**src/rtl/avg_frame_ctrl.sv**
```systemverilog
// avg_frame_ctrl: sequencer for the 8-lane adder-tree averaging datapath.
// Walks the sample memory, feeds the tree, waits out its pipeline, then
// presents sum >> SHIFT behind a valid/ready handshake.
// Optional macro AVG_ROUND_EN: round to nearest (add 2^(SHIFT-1) before the
// shift); when undefined the average is truncated. Timing is identical.
module avg_frame_ctrl #(
  parameter int unsigned BEATS    = 32,
  parameter int unsigned ADDR_W   = 5,
  parameter int unsigned TREE_LAT = 3,
  parameter int unsigned SHIFT    = 8
) (
  input  logic              clk,
  input  logic              rst,
  input  logic              start,
  input  logic              abort,
  output logic              busy,
  output logic              mem_rd_en,
  output logic [ADDR_W-1:0] mem_addr,
  output logic              tree_clr,
  output logic              tree_in_valid,
  input  logic [31:0]       tree_sum,
  output logic [31:0]       result,
  output logic              result_valid,
  input  logic              result_ready,
  output logic              aborted
);

  typedef enum logic [2:0] {
    S_IDLE, S_CLEAR, S_STREAM, S_DRAIN, S_ROUND, S_HOLD
  } state_t;

  // Drain counter counts 0..TREE_LAT (TREE_LAT+1 cycles: tree latency plus
  // the one-cycle memory read latency ahead of tree_in_valid).
  localparam int unsigned DW = $clog2(TREE_LAT + 2);
  localparam logic [ADDR_W-1:0] LAST_BEAT  = ADDR_W'(BEATS - 1);
  localparam logic [DW-1:0]     LAST_DRAIN = DW'(TREE_LAT);

  state_t              state_q, state_d;
  logic [ADDR_W-1:0]   beat_q, beat_d;
  logic [DW-1:0]       drain_q, drain_d;
  logic [31:0]         result_q, result_d;
  logic                tv_q, tv_d;
  logic                aborted_q, aborted_d;
  logic                kill;
  logic [32:0]         sum_ext;
  logic [31:0]         avg;

  // 33-bit sum so the rounding bias can never overflow.
`ifdef AVG_ROUND_EN
  assign sum_ext = {1'b0, tree_sum} + (33'd1 << (SHIFT - 1));
`else
  assign sum_ext = {1'b0, tree_sum};
`endif
  assign avg = 32'(sum_ext >> SHIFT);

  // abort only cancels frames that have not yet captured a result.
  assign kill = abort && (state_q == S_CLEAR || state_q == S_STREAM ||
                          state_q == S_DRAIN);

  // Next-state, counters and result capture.
  always_comb begin
    state_d   = state_q;
    beat_d    = beat_q;
    drain_d   = drain_q;
    result_d  = result_q;
    aborted_d = 1'b0;
    case (state_q)
      S_IDLE:  if (start) state_d = S_CLEAR;
      S_CLEAR: state_d = S_STREAM;
      S_STREAM: begin
        if (beat_q == LAST_BEAT) begin
          beat_d  = '0;
          state_d = S_DRAIN;
        end else begin
          beat_d = beat_q + 1'b1;
        end
      end
      S_DRAIN: begin
        if (drain_q == LAST_DRAIN) begin
          drain_d = '0;
          state_d = S_ROUND;
        end else begin
          drain_d = drain_q + 1'b1;
        end
      end
      S_ROUND: begin
        result_d = avg;
        state_d  = S_HOLD;
      end
      S_HOLD:  if (result_ready) state_d = S_IDLE;
      default: state_d = S_IDLE;
    endcase
    // Cancel overrides everything, including the final STREAM beat.
    if (kill) begin
      state_d   = S_IDLE;
      beat_d    = '0;
      drain_d   = '0;
      aborted_d = 1'b1;
    end
  end

  // Read-valid delay flop tracks the memory's one-cycle read latency.
  assign tv_d = mem_rd_en && !kill;

  // State and datapath registers.
  always_ff @(posedge clk or posedge rst) begin
    if (rst) begin
      state_q   <= S_IDLE;
      beat_q    <= '0;
      drain_q   <= '0;
      result_q  <= '0;
      tv_q      <= 1'b0;
      aborted_q <= 1'b0;
    end else begin
      state_q   <= state_d;
      beat_q    <= beat_d;
      drain_q   <= drain_d;
      result_q  <= result_d;
      tv_q      <= tv_d;
      aborted_q <= aborted_d;
    end
  end

  assign busy          = (state_q != S_IDLE);
  assign mem_rd_en     = (state_q == S_STREAM);
  assign mem_addr      = beat_q;
  assign tree_clr      = (state_q == S_CLEAR);
  assign tree_in_valid = tv_q;
  assign result        = result_q;
  assign result_valid  = (state_q == S_HOLD);
  assign aborted       = aborted_q;

endmodule

```
**config.mk**
```make
export PLATFORM = sky130hd
export DESIGN_NAME = avg_frame_ctrl
export DESIGN_NICKNAME = d
export VERILOG_FILES = /design/src/rtl/avg_frame_ctrl.sv
export SDC_FILE = /design/constraint.sdc
export NUM_CORES = 1
export LEC_CHECK = 0
export CORE_ASPECT_RATIO = 1.25
export CORE_MARGIN = 1
export CORE_UTILIZATION = 43
export CTS_BUF_LIST = sky130_fd_sc_hd__clkbuf_8
export CTS_CLUSTER_SIZE = 12
export DETAILED_ROUTE_END_ITERATION = 10
export PLACE_DENSITY = 0.89
export SYNTH_ARGS = -nofsm -noshare
export SYNTH_HDL_FRONTEND = slang
export SYNTH_SLANG_ARGS = --single-unit
```
**constraint.sdc**
```tcl
create_clock -name clk -period 1.6 [get_ports clk]
set_input_delay 0.24 -clock clk [delete_from_list [all_inputs] [get_ports clk]]
set_output_delay 0.24 -clock clk [all_outputs]
set_load 0.01 [all_outputs]
```
### Yosys cells after proc, flatten, opt, wreduce, memory -nomap -nowiden

Index checks and enable logic that the tools add are counted.

* logic and storage cells: 42
* register bits: 37
* input bits: 37

* add/subtract/negate cells: 2
* muxes and demuxes: 13
* reductions and logical operators: 10
* equal/unequal tests: 11

Operator list (number)
* 3-bit two-way mux: 8
* 3-bit one-hot mux with 6 select lines: 1
* 5-bit two-way mux: 3
* 3-bit by 2-bit equality test with 1-bit output (second input constant): 3
* 3-bit equality test (second input constant): 2
* 3-bit by 1-bit != test with 1-bit output (second input constant): 2
* 5-bit by 1-bit adder with 5-bit output (second input constant): 1
* 5-bit equality test (second input constant): 1
* 4-bit AND reduction: 1
* 2-bit nonzero test: 2
* 3-bit by 1-bit adder with 3-bit output (second input constant): 1
* 3-bit by 1-bit equality test with 1-bit output (second input constant): 1
* 3-bit logical NOT: 1
* 3-bit by 2-bit != test with 1-bit output (second input constant): 1
* 3-bit != test (second input constant): 1
* 3-bit nonzero test: 1
* 1-bit logical AND: 2
* 1-bit logical OR: 2
* 1-bit logical NOT: 1
* 1-bit two-way mux: 1

### Depth between registers and ports, before layout

Gate-level depths: netlist of the first run.

* word-level depth: 6
* depth in mapped cells: 7

### Worst setup path before layout of the first run

Ideal clock, no wire load.

* path kind: flip-flop to flip-flop
* from: register beat_q[0], in the netlist mem_addr[0]
* to: register state_q[0]
* period minus slack after synthesis: 1.509 ns
* stages on the path, launching flop included: 8
* path slack: 0.091 ns
* data required time: 1.470 ns
* arrival time: 1.378 ns
* cells stage by stage: dfrtp_1 ha_1 and3_1 ha_1 nor2_1 nand2_1 o21ai_0 a21oi_1

* longest elaborated chain between the ends: 3

RTL lines
* start, declared: line 39 `logic [ADDR_W-1:0] beat_q, beat_d;`
* start signal, assigned: line 116 `beat_q <= beat_d;`
* 5-bit equality test: line 71 `if (beat_q == LAST_BEAT) begin`
* 3-bit by 1-bit != test with 1-bit output (no source line)
* 4-bit AND reduction (no source line)
* end signal, assigned: line 115 `state_q <= state_d;`
* end, declared: line 38 `state_t state_q, state_d;`

No other way between the ends.
A chain may end at the register's enable or synchronous reset.

### Worst setup path in the final report of the first run

* from: register state_q[1]
* to: register state_q[0]

* longest elaborated chain between the ends: 6
* elaborated cells on any way between the ends: 16
* classes of those cells: 9 x eq/ne; 2 x mux; 5 x reduce/logical

RTL lines
* 3-bit by 1-bit equality test with 1-bit output / 3-bit by 2-bit equality test with 1-bit output (equally long branches): line 57, 67
* 1-bit logical OR (2 in series): line 57 `assign kill = abort && (state_q == S_CLEAR || state_q == S_STREAM ||`
* 1-bit logical AND: line 57
* 3-bit by 2-bit != test with 1-bit output (no source line) (tied with other cells)
* 4-bit AND reduction (no source line)

Several ways; a longest one is shown, not always the timed one.

==> impl_metrics.tcl, run 1 <==
set metrics [dict create \
    startpoint "state_q[1]" \
    cap_violations 0 \
    fp-row-count 25 \
    setup-tns-final_ns 0 \
    vias_per_cell 4.85 \
    io_pins 80 \
    cp.required_ns 1.80 \
    core_area_sq_mm 0.00385 \
    n_antenna_cell 0 \
    utilization_pct 67.8 \
    r2r_slack_ns 0.07 \
    reg2reg_depth 6 \
    seqPwrFrac_pct 40.2 \
    cts_tree "yes" \
    hold_slack_ns 0.316 \
    num_vias 1271 \
    synth-seq-cells 37 \
    drive_gt1_share_pct 26.9 \
    clk_latency_ns 0.28 \
    postSynthCellCount 131 \
    max_clock_freq_ghz 0.653 \
    clockBufferDepth 2 \
    area_growth_pct 48.4 \
    syn_area_sq_mm 0.00176 \
    synth_edf_count 0 \
    worstSetupEndpointType "flop" \
    cp_slowest_stage_delay_ns 0.39 \
    start_kind "flop" \
    power_density_mw_per_mm2 1220 \
    dr.pass1.iters 4 \
    dp_hpwl_microns 2710 \
    crit_end "state_q[0]" \
    drc 0 \
    cpMaxStageDelayCell "dfrtp_1" \
    rr_startpoint "state_q[1]" \
    path_cells "buf_4 > buf_4 > or2_2 > o22ai_1 > a221oi_1 > a21oi_1" \
    grt_usage_pct 17.7 \
    drtIter0Drc 21 \
    hold_class "input port to asynchronous set/reset pin" \
    peakVddDrop_mv 0.679 \
    cts_made_buffers 5 \
    critPathKind "flop to flop" \
    place_ws_ns 0.0350 \
    wl_per_cell_microns 13.3 \
    hold_viol_final 0 \
    h-tree-depth 2 \
    status "finished clean" \
    ys_seq_area_share_pct 52.7 \
    grt_pass1_wl_microns 5600 \
    die_x_microns 59.2 \
    p_sw_mw 0.929 \
    setup_violations 0 \
    fin_area_sq_mm 0.00261 \
    port_buffers 63 \
    fin_crit_sh_pct 95.8 \
    clockRootBuffer "clkbuf_8" \
    final_nets 247 \
    grt_max_degree 38 \
    p_comb_share_pct 39.3 \
    grt_pass1_vias 1236 \
    grt_overflow 0 \
    internal_power_mw 2.26 \
    finalMaxSlewViolations 0 \
    yosys_warnings 0 \
    gp_congestion 0.839 \
    syn-mean-instance-area_sq_um 13.4 \
    synthArstFlopShare_pct 100 \
    clock_skew_ns 0.00622 \
    clock_power_share_pct 20.5 \
    synth_cell_type_count 40 \
    path_common_cell "buf_4" \
    ant_nets 0 \
    grt_antenna_before_repair 0 \
    die-area_sq_mm 0.00435 \
    fp.dieH_microns 73.5 \
    rsz0062_at_grt "false" \
    cts_hold_buf 0 \
    reg2reg_to "state_q[0]" \
    cp_max_fo 8 \
    fin_crit_ns 1.53 \
    arrival_ns 1.73 \
    start_util_pct 45.7 \
    clk_pin_slew_ns 0.07 \
    placed_area_sq_mm 0.00251 \
    synth-main-ff-cell "dfrtp_1" \
    worst_slack_ns 0.0676 \
    numClockSinks 37 \
    cellLeakagePower_nw 1.20 \
    wirelength_microns 3490 \
    p_sw_share_pct 29.1 \
    nFillCells 285 \
]
-- layer usage --
metal	vias to the layer above	global-route usage, %	routed length (microns)
li1	603	-	-
met1	610	19.8	1430
met2	52	31.1	1790
met3	6	4.40	215
met4	0	7.94	50
met5	-	0	0
-- cell type report --
class	count	area, sq um	area share (%)
sequential	37	928	35.6
timing repair buffer	76	766	29.4
multi-input combinational	84	739	28.3
clock buffer	6	82.6	3.17
tap	54	67.6	2.59
clock inverter	2	13.8	0.528
inverter	3	11.3	0.432
-- what timing repair did --
item	4_1_cts	5_1_grt
setup endpoints to repair	4	6
resized for setup	7	6
setup buffers	1	0
-- registers in the layout, indices dropped and copies added (netlist names) --
name           cells
drain_q            3
aborted            1
mem_addr           5
state_q            3
tree_in_valid      1
result            24
-- Yosys cell counts (2+ instances only) --
| master | count | share of area, % |
|---|---|---|
| dfrtp_1 | 37 | 53 |
| mux2_4 | 20 | 17 |
| buf_4 | 8 | 3.4 |
| nor2_1 | 6 | 1.3 |
| a21oi_1 | 5 | 1.4 |
| nand2_1 | 5 | 1.1 |
| buf_6 | 4 | 2.6 |
| mux2_2 | 4 | 2.6 |
| ha_1 | 3 | 2.1 |
| o21ai_0 | 3 | 0.85 |
| a32o_1 | 2 | 1.1 |
| and2_1 | 2 | 0.71 |
| buf_2 | 2 | 0.57 |
| inv_1 | 2 | 0.43 |
| nand3b_1 | 2 | 0.85 |
| nor3b_1 | 2 | 0.85 |
-- critical path, delay by kind of cell, from the launching register on --
kind	cells	cell delay, ns
simple gates	1	0.32
flops	1	0.39
compound gates	3	0.44
buf+inv	2	0.30
-- how the worst min path moves through the flow --
stage	startpoint	to	cells past startpoint
6_report	rst	result[12]	3
5_1_grt	rst	result[10]	3
4_1_cts	rst	result[23]	3
3_5_place_dp	result[3]	result[3]	1
3_3_place_gp	result[6]	result[6]	1
2_1_floorplan	abort	state_q[1]	1
-- layout by cell type (no fill, tap or decap), types with 5 or more instances in the layout --
cell             count
conb_1               8
nand2_1              5
dfrtp_1             35
clkdlybuf4s50_1     59
buf_4                9
clkbuf_8             6
a21oi_1              5
nor2_1               5
mux2_4              20
-- kinds of logic (layout without fill, tap and decap cells) --
group,count (synthesis),in the layout,share of synthesized area (%)
muxes,24,24,19.6
other,1,8,0.213
DFF,37,37,52.7
and+or+nand+nor,30,30,10.6
adders and majority gates,3,3,2.14
xor gates and xnor gates,1,1,0.498
AOI/OAI and AO/OA,18,18,7.05
buffers and inverters,17,87,7.19
-- power by group through the flow --
stage	Clock [mW]	Sequential [mW]	Combinational, mW
floorplan	0	1.37	0.550
global placement	0	1.29	1.24
detailed placement	0	1.30	1.27
CTS	0.687	1.28	1.27
global route	0.718	1.30	1.36
finish	0.655	1.28	1.25
-- metrics by stage --
stage / cells / total power [mW]
after floorplan: 138 / 1.92
after global placement: 253 / 2.53
after detailed placement: 253 / 2.57
after CTS: 262 / 3.24
after global routing: 262 / 3.38
final: 262 / 3.19
(Power assumes the default switching activity.)
==> run 2, diff against run 1 <==
--- a/config.mk
+++ b/config.mk
@@ -5,13 +5,15 @@
 export SDC_FILE = /design/constraint.sdc
 export NUM_CORES = 1
 export LEC_CHECK = 0
+export CELL_PAD_IN_SITES_DETAIL_PLACEMENT = 1
+export CELL_PAD_IN_SITES_GLOBAL_PLACEMENT = 2
 export CORE_ASPECT_RATIO = 1.25
 export CORE_MARGIN = 1
-export CORE_UTILIZATION = 43
+export CORE_UTILIZATION = 26
 export CTS_BUF_LIST = sky130_fd_sc_hd__clkbuf_8
 export CTS_CLUSTER_SIZE = 12
 export DETAILED_ROUTE_END_ITERATION = 10
-export PLACE_DENSITY = 0.89
+export PLACE_DENSITY = 0.86
 export SYNTH_ARGS = -nofsm -noshare
 export SYNTH_HDL_FRONTEND = slang
 export SYNTH_SLANG_ARGS = --single-unit
==> run 2 against run 1 <==
  * Clock power fell by 6.1%
  * Wire length rose by 21%
  * Clock-buffer cell count fell by 1
==> impl_metrics.tcl, run 2 (synthesis gave the netlist of run 1 again) <==
set metrics [dict create \
    cp.required_ns 1.36 \
    worst_slack_ns 0.0615 \
    numClockSinks 37 \
    fp-row-count 33 \
    largest_reg_flops 24 \
    power_density_mw_per_mm2 1210 \
    finalMaxSlewViolations 0 \
    ant_nets 0 \
    path_buf_inv 2 \
    nFillCells 689 \
    rsz0062_at_grt "false" \
    start_kind "flop" \
    grt_antenna_before_repair 0 \
    path_cells "buf_4 > clkdlybuf4s50_1" \
    grt_overflow 0 \
    cap_violations 0 \
    critPathKind "flop to output pin" \
    worstSetupEndpointType "output pin" \
    clock_power_share_pct 19.2 \
    reg2reg_depth 5 \
    clk_pin_slew_ns 0.07 \
    drc 0 \
    max_clock_freq_ghz 0.650 \
    area_growth_pct 51.0 \
    wirelength_microns 4210 \
    io_pins 80 \
    p_comb_share_pct 40.2 \
    arrival_ns 1.30 \
    setup_violations 0 \
    die_x_microns 75.5 \
    grt_pass1_wl_microns 6380 \
    drive_gt1_share_pct 28.0 \
    die-area_sq_mm 0.00710 \
    dp_hpwl_microns 3240 \
    h-tree-depth 2 \
    core_area_sq_mm 0.00657 \
    grt_usage_pct 12.0 \
    clockBufferDepth 2 \
    n_antenna_cell 0 \
    mostFrequentLayoutCell "clkdlybuf4s50_1" \
    p_sw_share_pct 30.2 \
    gp_congestion 0.816 \
    hold_viol_final 0 \
    vias_per_cell 4.40 \
    grt_max_degree 38 \
    fin_crit_sh_pct 96.2 \
    drtIter0Drc 15 \
    num_vias 1312 \
    final_cell_mix "clkdlybuf4s50_1, dfrtp_1, mux2_4, buf_4, conb_1" \
    p_sw_mw 0.968 \
    cts_made_buffers 5 \
    path_depth 2 \
    grt_pass1_vias 1413 \
    final_nets 250 \
    cpMaxStageDelayCell "clkdlybuf4s50_1" \
    place_ws_ns -0.0121 \
    cts_hold_buf 0 \
    fin_crit_ns 1.54 \
    internal_power_mw 2.24 \
    setup-tns-final_ns 0 \
    path_delay_family "buffers and inverters" \
    cellLeakagePower_nw 1.21 \
    wl_per_cell_microns 14.1 \
    seqPwrFrac_pct 40.7 \
    clk_latency_ns 0.28 \
    cp_slowest_stage_delay_ns 0.54 \
    peakVddDrop_mv 0.433 \
    port_buffers 63 \
    cts_tree "yes" \
    status "finished clean" \
    hold_class "input port to asynchronous set/reset pin" \
    fp.dieH_microns 93.9 \
    clockRootBuffer "clkbuf_8" \
    cp_max_fo 4 \
    clock_skew_ns 0.00388 \
    dr.pass1.iters 4 \
    start_util_pct 26.8 \
]
run 2: cell count changes in the layout (fill, tap and decap cells not counted), sizes merged:
cell and change:
clkbuf -3, dlygate4sd2 +1, inv +1, buf +4
run 2: through the flow:
stage	instance area (sq um)	hold WS [ns]	std cells	utilization, %	power, mW
final	2650	0.315	298	40.4	3.21
after CTS	2650	0.317	298	40.3	3.27
after detailed placement	2560	0.490	289	39.0	2.65
after global placement	2560	0.481	289	39.0	2.59
after global routing	2650	0.311	298	40.4	3.42
after floorplan	1780	0.324	138	-	1.92
run 2: worst min-delay path, cell delays in order:
cell,delay (ns)
clkdlybuf4s50_1,0.40
inv_1,0.10
buf_12,0.23
run 2: metal layers:
layer / vias to the layer above / GRT usage [%] / wire length, microns
li1: 600 / - / -
met1: 648 / 12.4 / 1590
met2: 55 / 22.1 / 2210
met3: 9 / 2.68 / 309
met4: 0 / 5.86 / 112
met5: - / 0 / 0
run 2: what timing repair did:
item	in CTS	in global routing
setup buffers	1	0
gates resized for setup	11	3
setup endpoints to repair	7	4
run 2: final cells by class:
class                   instances  area (sq um)  share of cell area (%)
flip-flops and latches         37           930                    35.0
repair buffers                 79           779                    29.4
multi-input cells              84           742                    28.0
well taps                      87           109                    4.10
clock buffers                   5          68.8                    2.59
clock inverters                 3          13.8                   0.519
inverters                       3          11.3                   0.424
run 2: power groups by stage:
stage / Sequential [mW] / Combinational (mW) / Clock [mW]
floorplan: 1.37 / 0.550 / 0
global placement: 1.30 / 1.29 / 0
detailed placement: 1.32 / 1.33 / 0
CTS: 1.31 / 1.31 / 0.658
global route: 1.33 / 1.40 / 0.690
finish: 1.31 / 1.29 / 0.615
run 2: path summary, 6_finish.rpt:
kind	from	end	slack, ns
worst max-delay path	mem_addr[2]	mem_addr[2]	0.06
worst min-delay path	rst	result[12]	0.31
worst max register to register	state_q[1]	result[19]	0.07
worst min register to register	result[0]	result[0]	0.51
max in group asynchronous	rst	state_q[0]	1.09
min in group clk	result[0]	result[0]	0.51
